$ cat config.mk
export PLATFORM = sky130hd
export DESIGN_NAME = cpu_cu_flat
export DESIGN_NICKNAME = d
export VERILOG_FILES = /design/src/rtl/cpu_cu_if.sv /design/src/rtl/cpu_cu.sv /design/src/flat_wrapper.sv
export SDC_FILE = /design/constraint.sdc
export NUM_CORES = 1
export LEC_CHECK = 0
export ABC_CLOCK_PERIOD_IN_PS = 1300
export BUFFER_PORTS_ARGS = -buffer_cell sky130_fd_sc_hd__buf_2
export CORE_UTILIZATION = 33
export DETAILED_ROUTE_END_ITERATION = 8
export PLACE_DENSITY = 0.77
export SLEW_MARGIN = 25
export SYNTH_ARGS = -nofsm -noshare
export SYNTH_HDL_FRONTEND = slang
export SYNTH_SLANG_ARGS = --single-unit
$ cat constraint.sdc
create_clock -name clk -period 1.3 [get_ports clk]
set_clock_uncertainty 0.2 [all_clocks]
set_input_delay 0.065 -clock clk [delete_from_list [all_inputs] [get_ports clk]]
set_output_delay 0.065 -clock clk [all_outputs]
set_load 0.01 [all_outputs]
$ cat src/rtl/cpu_cu_if.sv
// Control-unit bus: instruction/flag/handshake inputs and every execution-unit strobe.
interface cpu_cu_if;
  logic [15:0] ir_out;
  logic        N, Z, C;
  logic        mem_rdy;
  logic        go;
  logic        adr_sel, pc_sel, s_sel;
  logic        pc_ld, pc_inc, reg_w_en, ir_ld;
  logic [2:0]  W_Adr, R_Adr, S_Adr;
  logic [3:0]  Alu_Op;
  logic        mem_rd, mem_wr;
  logic        halt;
  logic [2:0]  flags;

  modport master (
    input  ir_out, N, Z, C, mem_rdy, go,
    output adr_sel, pc_sel, s_sel, pc_ld, pc_inc, reg_w_en, ir_ld,
           W_Adr, R_Adr, S_Adr, Alu_Op, mem_rd, mem_wr, halt, flags
  );

  modport slave (
    output ir_out, N, Z, C, mem_rdy, go,
    input  adr_sel, pc_sel, s_sel, pc_ld, pc_inc, reg_w_en, ir_ld,
           W_Adr, R_Adr, S_Adr, Alu_Op, mem_rd, mem_wr, halt, flags
  );
endinterface

$ cat src/rtl/cpu_cu.sv
// Multi-cycle FETCH/DECODE/EXECUTE sequencer for the CPU execution unit.
// Outputs decode combinationally from the state and the registered instruction.
module cpu_cu #(
  parameter logic [3:0] ALU_PASS_S   = 4'h0,
  parameter logic [3:0] ALU_PASS_DIN = 4'h0
) (
  input logic     clk,
  input logic     rst,
  cpu_cu_if.master bus
);

  // BR and JR are both single-cycle PC updates distinguished by opcode, which
  // keeps the machine within eight states.
  typedef enum logic [2:0] {
    S_RESET, S_FETCH, S_DECODE, S_EX_ALU, S_EX_LD, S_EX_ST, S_EX_PC, S_HALT
  } state_t;

  state_t     state;
  logic [2:0] flags_q;

  logic       is_alu;
  logic [2:0] op;
  logic [2:0] cond;
  logic       br_taken;

  assign is_alu   = bus.ir_out[15];
  assign op       = bus.ir_out[14:12];
  assign cond     = bus.ir_out[11:9];
  assign br_taken = (cond == 3'b000) || ((cond & flags_q) != 3'b000);

  always_ff @(posedge clk or negedge rst) begin
    if (!rst) begin
      state   <= S_RESET;
      flags_q <= 3'b000;
    end else begin
      case (state)
        S_RESET:  state <= S_FETCH;
        S_FETCH:  if (bus.mem_rdy) state <= S_DECODE;
        S_DECODE: begin
          if (is_alu) begin
            state <= S_EX_ALU;
          end else begin
            case (op)
              3'b001:         state <= S_EX_LD;
              3'b010:         state <= S_EX_ST;
              3'b011, 3'b100: state <= S_EX_PC;
              3'b101:         state <= S_HALT;
              default:        state <= S_FETCH;
            endcase
          end
        end
        S_EX_ALU: begin
          flags_q <= {bus.N, bus.Z, bus.C};
          state   <= S_FETCH;
        end
        S_EX_LD:  if (bus.mem_rdy) state <= S_FETCH;
        S_EX_ST:  if (bus.mem_rdy) state <= S_FETCH;
        S_EX_PC:  state <= S_FETCH;
        S_HALT:   if (bus.go) state <= S_FETCH;
        default:  state <= S_RESET;
      endcase
    end
  end

  always_comb begin
    bus.adr_sel  = 1'b0;
    bus.pc_sel   = 1'b0;
    bus.s_sel    = 1'b0;
    bus.pc_ld    = 1'b0;
    bus.pc_inc   = 1'b0;
    bus.reg_w_en = 1'b0;
    bus.ir_ld    = 1'b0;
    bus.mem_rd   = 1'b0;
    bus.mem_wr   = 1'b0;
    bus.halt     = 1'b0;
    bus.W_Adr    = 3'b000;
    bus.R_Adr    = 3'b000;
    bus.S_Adr    = 3'b000;
    bus.Alu_Op   = 4'h0;
    bus.flags    = flags_q;
    if (state != S_RESET) begin
      bus.W_Adr  = bus.ir_out[8:6];
      bus.R_Adr  = bus.ir_out[5:3];
      bus.S_Adr  = bus.ir_out[2:0];
      bus.Alu_Op = is_alu ? bus.ir_out[14:11] : ALU_PASS_S;
    end
    case (state)
      S_FETCH: begin
        bus.mem_rd = 1'b1;
        bus.ir_ld  = bus.mem_rdy;
        bus.pc_inc = bus.mem_rdy;
      end
      S_EX_ALU: bus.reg_w_en = 1'b1;
      S_EX_LD: begin
        bus.mem_rd   = 1'b1;
        bus.adr_sel  = 1'b1;
        bus.s_sel    = 1'b1;
        bus.Alu_Op   = ALU_PASS_DIN;
        bus.reg_w_en = bus.mem_rdy;
      end
      S_EX_ST: begin
        bus.mem_wr  = 1'b1;
        bus.adr_sel = 1'b1;
        bus.Alu_Op  = ALU_PASS_S;
      end
      S_EX_PC: begin
        if (op == 3'b100) begin
          bus.Alu_Op = ALU_PASS_S;
          bus.pc_sel = 1'b1;
          bus.pc_ld  = 1'b1;
        end else begin
          bus.pc_ld  = br_taken;
        end
      end
      S_HALT:  bus.halt = 1'b1;
      default: ;
    endcase
  end

endmodule

$ cat src/flat_wrapper.sv
// flat-port wrapper written by rule: the top's interface ports become plain ports
module cpu_cu_flat 
#(
  parameter logic [3:0] ALU_PASS_S   = 4'h0,
  parameter logic [3:0] ALU_PASS_DIN = 4'h0
)
  (clk, rst, bus_ir_out, bus_N, bus_Z, bus_C, bus_mem_rdy, bus_go, bus_adr_sel, bus_pc_sel, bus_s_sel, bus_pc_ld, bus_pc_inc, bus_reg_w_en, bus_ir_ld, bus_W_Adr, bus_R_Adr, bus_S_Adr, bus_Alu_Op, bus_mem_rd, bus_mem_wr, bus_halt, bus_flags);
  cpu_cu_if bus_i ();
  input logic clk;
  input logic rst;
  input wire logic [$bits(bus_i.ir_out)-1:0] bus_ir_out;
  input wire logic [$bits(bus_i.N)-1:0] bus_N;
  input wire logic [$bits(bus_i.Z)-1:0] bus_Z;
  input wire logic [$bits(bus_i.C)-1:0] bus_C;
  input wire logic [$bits(bus_i.mem_rdy)-1:0] bus_mem_rdy;
  input wire logic [$bits(bus_i.go)-1:0] bus_go;
  output wire logic [$bits(bus_i.adr_sel)-1:0] bus_adr_sel;
  output wire logic [$bits(bus_i.pc_sel)-1:0] bus_pc_sel;
  output wire logic [$bits(bus_i.s_sel)-1:0] bus_s_sel;
  output wire logic [$bits(bus_i.pc_ld)-1:0] bus_pc_ld;
  output wire logic [$bits(bus_i.pc_inc)-1:0] bus_pc_inc;
  output wire logic [$bits(bus_i.reg_w_en)-1:0] bus_reg_w_en;
  output wire logic [$bits(bus_i.ir_ld)-1:0] bus_ir_ld;
  output wire logic [$bits(bus_i.W_Adr)-1:0] bus_W_Adr;
  output wire logic [$bits(bus_i.R_Adr)-1:0] bus_R_Adr;
  output wire logic [$bits(bus_i.S_Adr)-1:0] bus_S_Adr;
  output wire logic [$bits(bus_i.Alu_Op)-1:0] bus_Alu_Op;
  output wire logic [$bits(bus_i.mem_rd)-1:0] bus_mem_rd;
  output wire logic [$bits(bus_i.mem_wr)-1:0] bus_mem_wr;
  output wire logic [$bits(bus_i.halt)-1:0] bus_halt;
  output wire logic [$bits(bus_i.flags)-1:0] bus_flags;
  assign bus_i.ir_out = bus_ir_out;
  assign bus_i.N = bus_N;
  assign bus_i.Z = bus_Z;
  assign bus_i.C = bus_C;
  assign bus_i.mem_rdy = bus_mem_rdy;
  assign bus_i.go = bus_go;
  assign bus_adr_sel = bus_i.adr_sel;
  assign bus_pc_sel = bus_i.pc_sel;
  assign bus_s_sel = bus_i.s_sel;
  assign bus_pc_ld = bus_i.pc_ld;
  assign bus_pc_inc = bus_i.pc_inc;
  assign bus_reg_w_en = bus_i.reg_w_en;
  assign bus_ir_ld = bus_i.ir_ld;
  assign bus_W_Adr = bus_i.W_Adr;
  assign bus_R_Adr = bus_i.R_Adr;
  assign bus_S_Adr = bus_i.S_Adr;
  assign bus_Alu_Op = bus_i.Alu_Op;
  assign bus_mem_rd = bus_i.mem_rd;
  assign bus_mem_wr = bus_i.mem_wr;
  assign bus_halt = bus_i.halt;
  assign bus_flags = bus_i.flags;
  cpu_cu #(.ALU_PASS_S(ALU_PASS_S), .ALU_PASS_DIN(ALU_PASS_DIN)) u_core (.clk(clk), .rst(rst), .bus(bus_i));
endmodule
# Word-level counts from Yosys, hierarchy flattened
# Index checks and enable logic that the tools add are counted.
dict set report classes {
  n_bitwise 1
  reduce_logical 10
  mux 24
  eq_ne 15
}
# op count
set op_table {}
lappend op_table {{2-to-1 mux 3 bit} 7}
lappend op_table {{== test 3 bit, second input constant} 6}
lappend op_table {{case mux 3 bit (5 select lines)} 1}
lappend op_table {{== test 3 x 2 -> 1 bit, second input constant} 4}
lappend op_table {{2-to-1 mux 4 bit} 3}
lappend op_table {{case mux 3 bit (4 select lines)} 1}
lappend op_table {{2-to-1 mux 1 bit} 10}
lappend op_table {{case mux 4 bit (2 select lines)} 1}
lappend op_table {{== test 3 x 1 -> 1 bit, second input constant} 2}
lappend op_table {{logical NOT 3 bit} 2}
lappend op_table {{nonzero test 3 bit} 2}
lappend op_table {{OR reduction 2 bit} 3}
lappend op_table {{!= test 2 bit, second input constant} 2}
lappend op_table {{AND 3 bit} 1}
lappend op_table {{AND reduction 3 bit} 1}
lappend op_table {{OR reduction 3 bit} 1}
lappend op_table {{!= test 2 x 1 -> 1 bit, second input constant} 1}
lappend op_table {{case mux 1 bit (2 select lines)} 1}
lappend op_table {{logical OR 1 bit} 1}
dict set report word_totals {
  out_inout_bits 26
  regBits 6
  wordCells 52
}

# Longest topological paths before layout
dict set report depth {
  depth_word 5
  depth_mapped 5
  depth_no_buf 3
}

# Worst setup path before layout
# Ideal clock, no wire load.
dict set report synth_timing {
  path_kind {reg2reg}
  start {register u_core.state[2]}
  end {register u_core.state[0]}
  synth_period_minus_slack_ps 1401
  n_path_buf 1
  slack_ps -101
  setup_time_ps 122
  stages_incl_launch_ff 5
  arrival_time_ps 1080
  required_time_ps 978
  path_cell_list {dfrtp_1 > buf_6 > nor4b_2 > o21ai_1 > a32o_1}
}
dict set report synth_via {
  elab_chain_cells 4
  elab_cells_between_ends 15
  classes_between {eq/ne (10); mux (1); reduce/logical (4)}
}
# item line_no
set synth_rtl {}
lappend synth_rtl {{start, declared} cpu_cu.sv:18} ;# state_t state;
lappend synth_rtl {{start signal, assigned} cpu_cu.sv:33} ;# state <= S_RESET;
lappend synth_rtl {{start signal, assigned} cpu_cu.sv:37} ;# S_RESET: state <= S_FETCH;
lappend synth_rtl {{start signal, assigned} cpu_cu.sv:38} ;# S_FETCH: if (bus.mem_rdy) state <= S_DECODE;
lappend synth_rtl {{== test 3 bit} cpu_cu.sv:36} ;# case (state)
lappend synth_rtl {{OR reduction 2 bit (no line)} --}
lappend synth_rtl {{!= test 2 x 1 -> 1 bit (no line)} --}
lappend synth_rtl {{AND reduction 3 bit (no line)} --}
# Several ways; a longest one is shown, not always the timed one.
# A chain may end at the register's enable or synchronous reset.

# Final worst setup path
dict set report layout_timing {
  start {register u_core.state[1]}
  end {output port bus_W_Adr[2]}
}
dict set report layout_via {
  elab_chain_cells 2
}
# item line_no
set layout_rtl {}
lappend layout_rtl {{nonzero test 3 bit} cpu_cu.sv:81} ;# if (state != S_RESET) begin
lappend layout_rtl {{2-to-1 mux 3 bit} cpu_cu.sv:81}
lappend layout_rtl {{end, declared} flat_wrapper.sv:24} ;# output wire logic [$bits(bus_i.W_Adr)-1:0] bus_W_Adr;
# No other way between the ends.

==> summary.md <==
| Metric | Value |
|---|---|
| Die Span Y | about 44 um |
| Largest cells by area after synthesis | dfrtp_1 26%, nor2b_1 12%, nor2_1 6.5% |
| Post-synth top cells | 11 x nor2b_1, 10 x nor2_1, 6 x dfrtp_1, 5 x nand3_1, 4 x nand2_1 |
| Reg power frac | between 15 and 20% |
| Cell Int Power | 1.25 mW |
| Worst Setup Path Type | reg2out |
| FMAX | between 600 and 700 MHz |
| Syn avg cell area | 7.97 um^2 |
| Final Cycle Share | 123% |
| Status | finished with violations |
| Mapped Area | around 580 um^2 |
| Diode count | 0 |
| Nets | ~170 |
| Worst Reg-to-Reg Cells | 5 |
| Ys flop type | dfrtp_1 |
| Filler cells | about 120 |
| Sw Ratio | approximately two fifths |
| Cells after Synth | 73 |
| Worst VDD drop | between 1 and 1.5 mV |
| Sequential area share after synthesis | between 20 and 30% |
| DR WL/cell | about 14 um |
| Die area | between 1500 and 2000 um^2 |
| Crit path capture type | output port |
| Share of cells above drive strength 1 | about 62% |
| YS warnings | 0 |
| Post-Route WL | 2.28 mm |
| Clock power frac | approximately 8.0% |
| Util after Layout | between 70% and 80% |
| Hold_ws | 33.5 ps |
| Vias | 846 |
| Worst path bufs/invs | 3 |
| Die Wd | between 40 and 50 um |
| CTS tree | built |
| Cell mode on critical path | buf_2 |
| CTS clk-pin slew, worst paths | around 40 ps |
| Antenna-violating nets left | 0 |
| Min cycle time layout | 1600 ps |
| Pins over their slew limit | 0 |
| # setup viols final | 29 |
| Cell variety after synth | 33 |
| First-pass GRT wire length | 3.44 mm |
| Worst min-delay path class | in2reg |
| Number of synthesized flops with an enable pin | 0 |
| Placer Congestion | around 0.9 |
| Biggest area consumer among synthesized cells | dfrtp_1 |
| Critical-path top delay cell | dfrtp_2 |
| RSZ-0062 raised after global routing | true |
| Req. time, crit path | 1030 ps |
| DR iter-0 viols | 26 |
| Crit Path Max Fanout | 5 |
| NetSw | approximately 0.89 mW |
| Slew margin rel. | ~75% |
| Num CTS Buffers | 3 |
| Fin. Hold Viols | 0 |
| Drt via density | 5.19 |
| H-tree Lvls | 1 |
| Power density over the cells | roughly 1800 nW/um^2 |
| Post-Syn Nets | 96 |
| Worst setup SP type | flop |
| Clk sinks | 6 |
| Hold Path Cell Cnt | 3 |
| Initial antenna violation count | 0 |
| CTS max path bufs | 2 |
| Most common cell in the synthesized netlist | nor2b_1 |
| Final instance area | 1170 um^2 |
| Flop-to-flop setup slack | -280 ps |
| Total gr overflow | 0 |
| GRT Total Usage | about a quarter |
| DP Area | approximately 920 um^2 |
| Setup TNS Final | -6730 ps |
| Synth top area share | approximately a quarter |
| Rows | 14 |
| Initial Util | a little under two fifths |
| Critical path depth | 5 |
| CP Cell Sequence | buf_6 -> nor3_4 -> buf_2 -> nor2b_1 -> buf_2 |
| Worst-margin pin slew | between 300 and 400 ps |
| Root Driver | clkbuf_4 |
| Leak | ~0.62 nW |
| Logic pwr share | ~74% |
| DRC | 5 |
| Synth Register Bits | 6 |
| Post-synth ARST share | 100% |
| Pin count of the biggest net entering global routing | 9 |
| Largest delay share family, worst path | flip-flops |
| Latest clock arrival within the worst-skew pair | ~240 ps |
| Vias in the first global route | 834 |
| Failing checks | design-rule violations, negative setup slack |
| Final WS setup | -299 ps |
| Core ar. | between 1500 and 2000 um^2 |
| Arrival @ worst endpoint | between 1000 and 1500 ps |
| Slowest stage delay, CP | 450 ps |
| P&R area growth vs syn | 101% |
| DR pass1 iterations | 6 |
| PortBufs | 48 |
| Hpwl dp | 1.51 mm |
| I/O pin cnt | 49 |
| Maximum capacitance violations | 0 |
[final timing paths]
kind	startpoint	to
setup / recovery	u_core.state[1]$_DFFE_PN0P_	bus_W_Adr[2]
hold / removal	bus_ir_out[13]	u_core.state[1]$_DFFE_PN0P_
setup reg to reg	u_core.state[1]$_DFFE_PN0P_	u_core.state[0]$_DFFE_PN0P_
hold reg to reg	u_core.bus.flags[2]$_DFFE_PN0P_	u_core.bus.flags[2]$_DFFE_PN0P_
max in group asynchronous	rst	u_core.state[0]$_DFFE_PN0P_
min in group asynchronous	rst	u_core.state[2]$_DFFE_PN0P_
[through the flow]
stage | power (mW) | std cells | setup WS [ps]
6_report | 2.14 | 163 | -299
5_1_grt | 2.27 | 163 | -360
4_1_cts | 1.98 | 162 | -281
3_5_place_dp | 1.47 | 147 | -188
3_3_place_gp | 1.44 | 147 | -81.5
2_1_floorplan | 0.990 | 73 | -78.3
[per-layer routing]
metal / vias to the layer above / wire (um) / track usage (%)
li1: 408 / - / -
met1: 387 / 785 / 23.1
met2: 43 / 1280 / 51.0
met3: 8 / 169 / 4.58
met4: 0 / 45 / 8.48
met5: - / 0 / 0
[cell usage in the layout, fill, tap and decap left out, types with 4 or more instances in the layout]
cell	count
nand3_1	4
buf_2	47
dlygate4sd3_1	5
nor2_1	8
nor2b_1	11
buf_6	12
buf_4	11
[timing repair]
action,CTS,global route
setup buffers,6,1
hold buffers,5,0
hold endpoints to repair,9,0
cloned,1,0
resized for setup,23,13
pin swaps,3,6
endpoints found under the setup margin,29,29
[tightest hold or removal path: cells and delay by family]
kind	cells	cell delay, ps
buffers and inverters	1	130
AO/OA/AOI/OAI	2	240
[power groups by stage]
stage | sequential [mW] | combinational (mW) | clock, mW
floorplan | 0.353 | 0.637 | 0
global placement | 0.367 | 1.07 | 0
detailed placement | 0.376 | 1.10 | 0
CTS | 0.372 | 1.44 | 0.174
global route | 0.396 | 1.68 | 0.185
finish | 0.383 | 1.58 | 0.172
[kinds of logic (layout without fill, tap and decap cells)]
family,Yosys count,count (layout),synth area share (%)
AND/OR/NAND/NOR,41,41,40.9
AO/OA/AOI/OAI,16,16,19.6
buffers and inverters,7,81,7.96
flip-flops,6,6,25.8
multiplexers,3,3,5.81
[layout make-up]
cell class | count | area, um^2 | share of cell area [%]
flip-flops and latches | 6 | 154 | 13.2
well taps | 16 | 20.0 | 1.71
repair buffers | 75 | 503 | 43.0
multi-input cells | 60 | 453 | 38.8
inverters | 3 | 16.3 | 1.39
clock buffers | 3 | 22.5 | 1.93
[flip-flops by register name (all words and copies together) (netlist names)]
register and count:
u_core.state 3, u_core.bus.flags 3
Power figures use the tool's default switching activity.
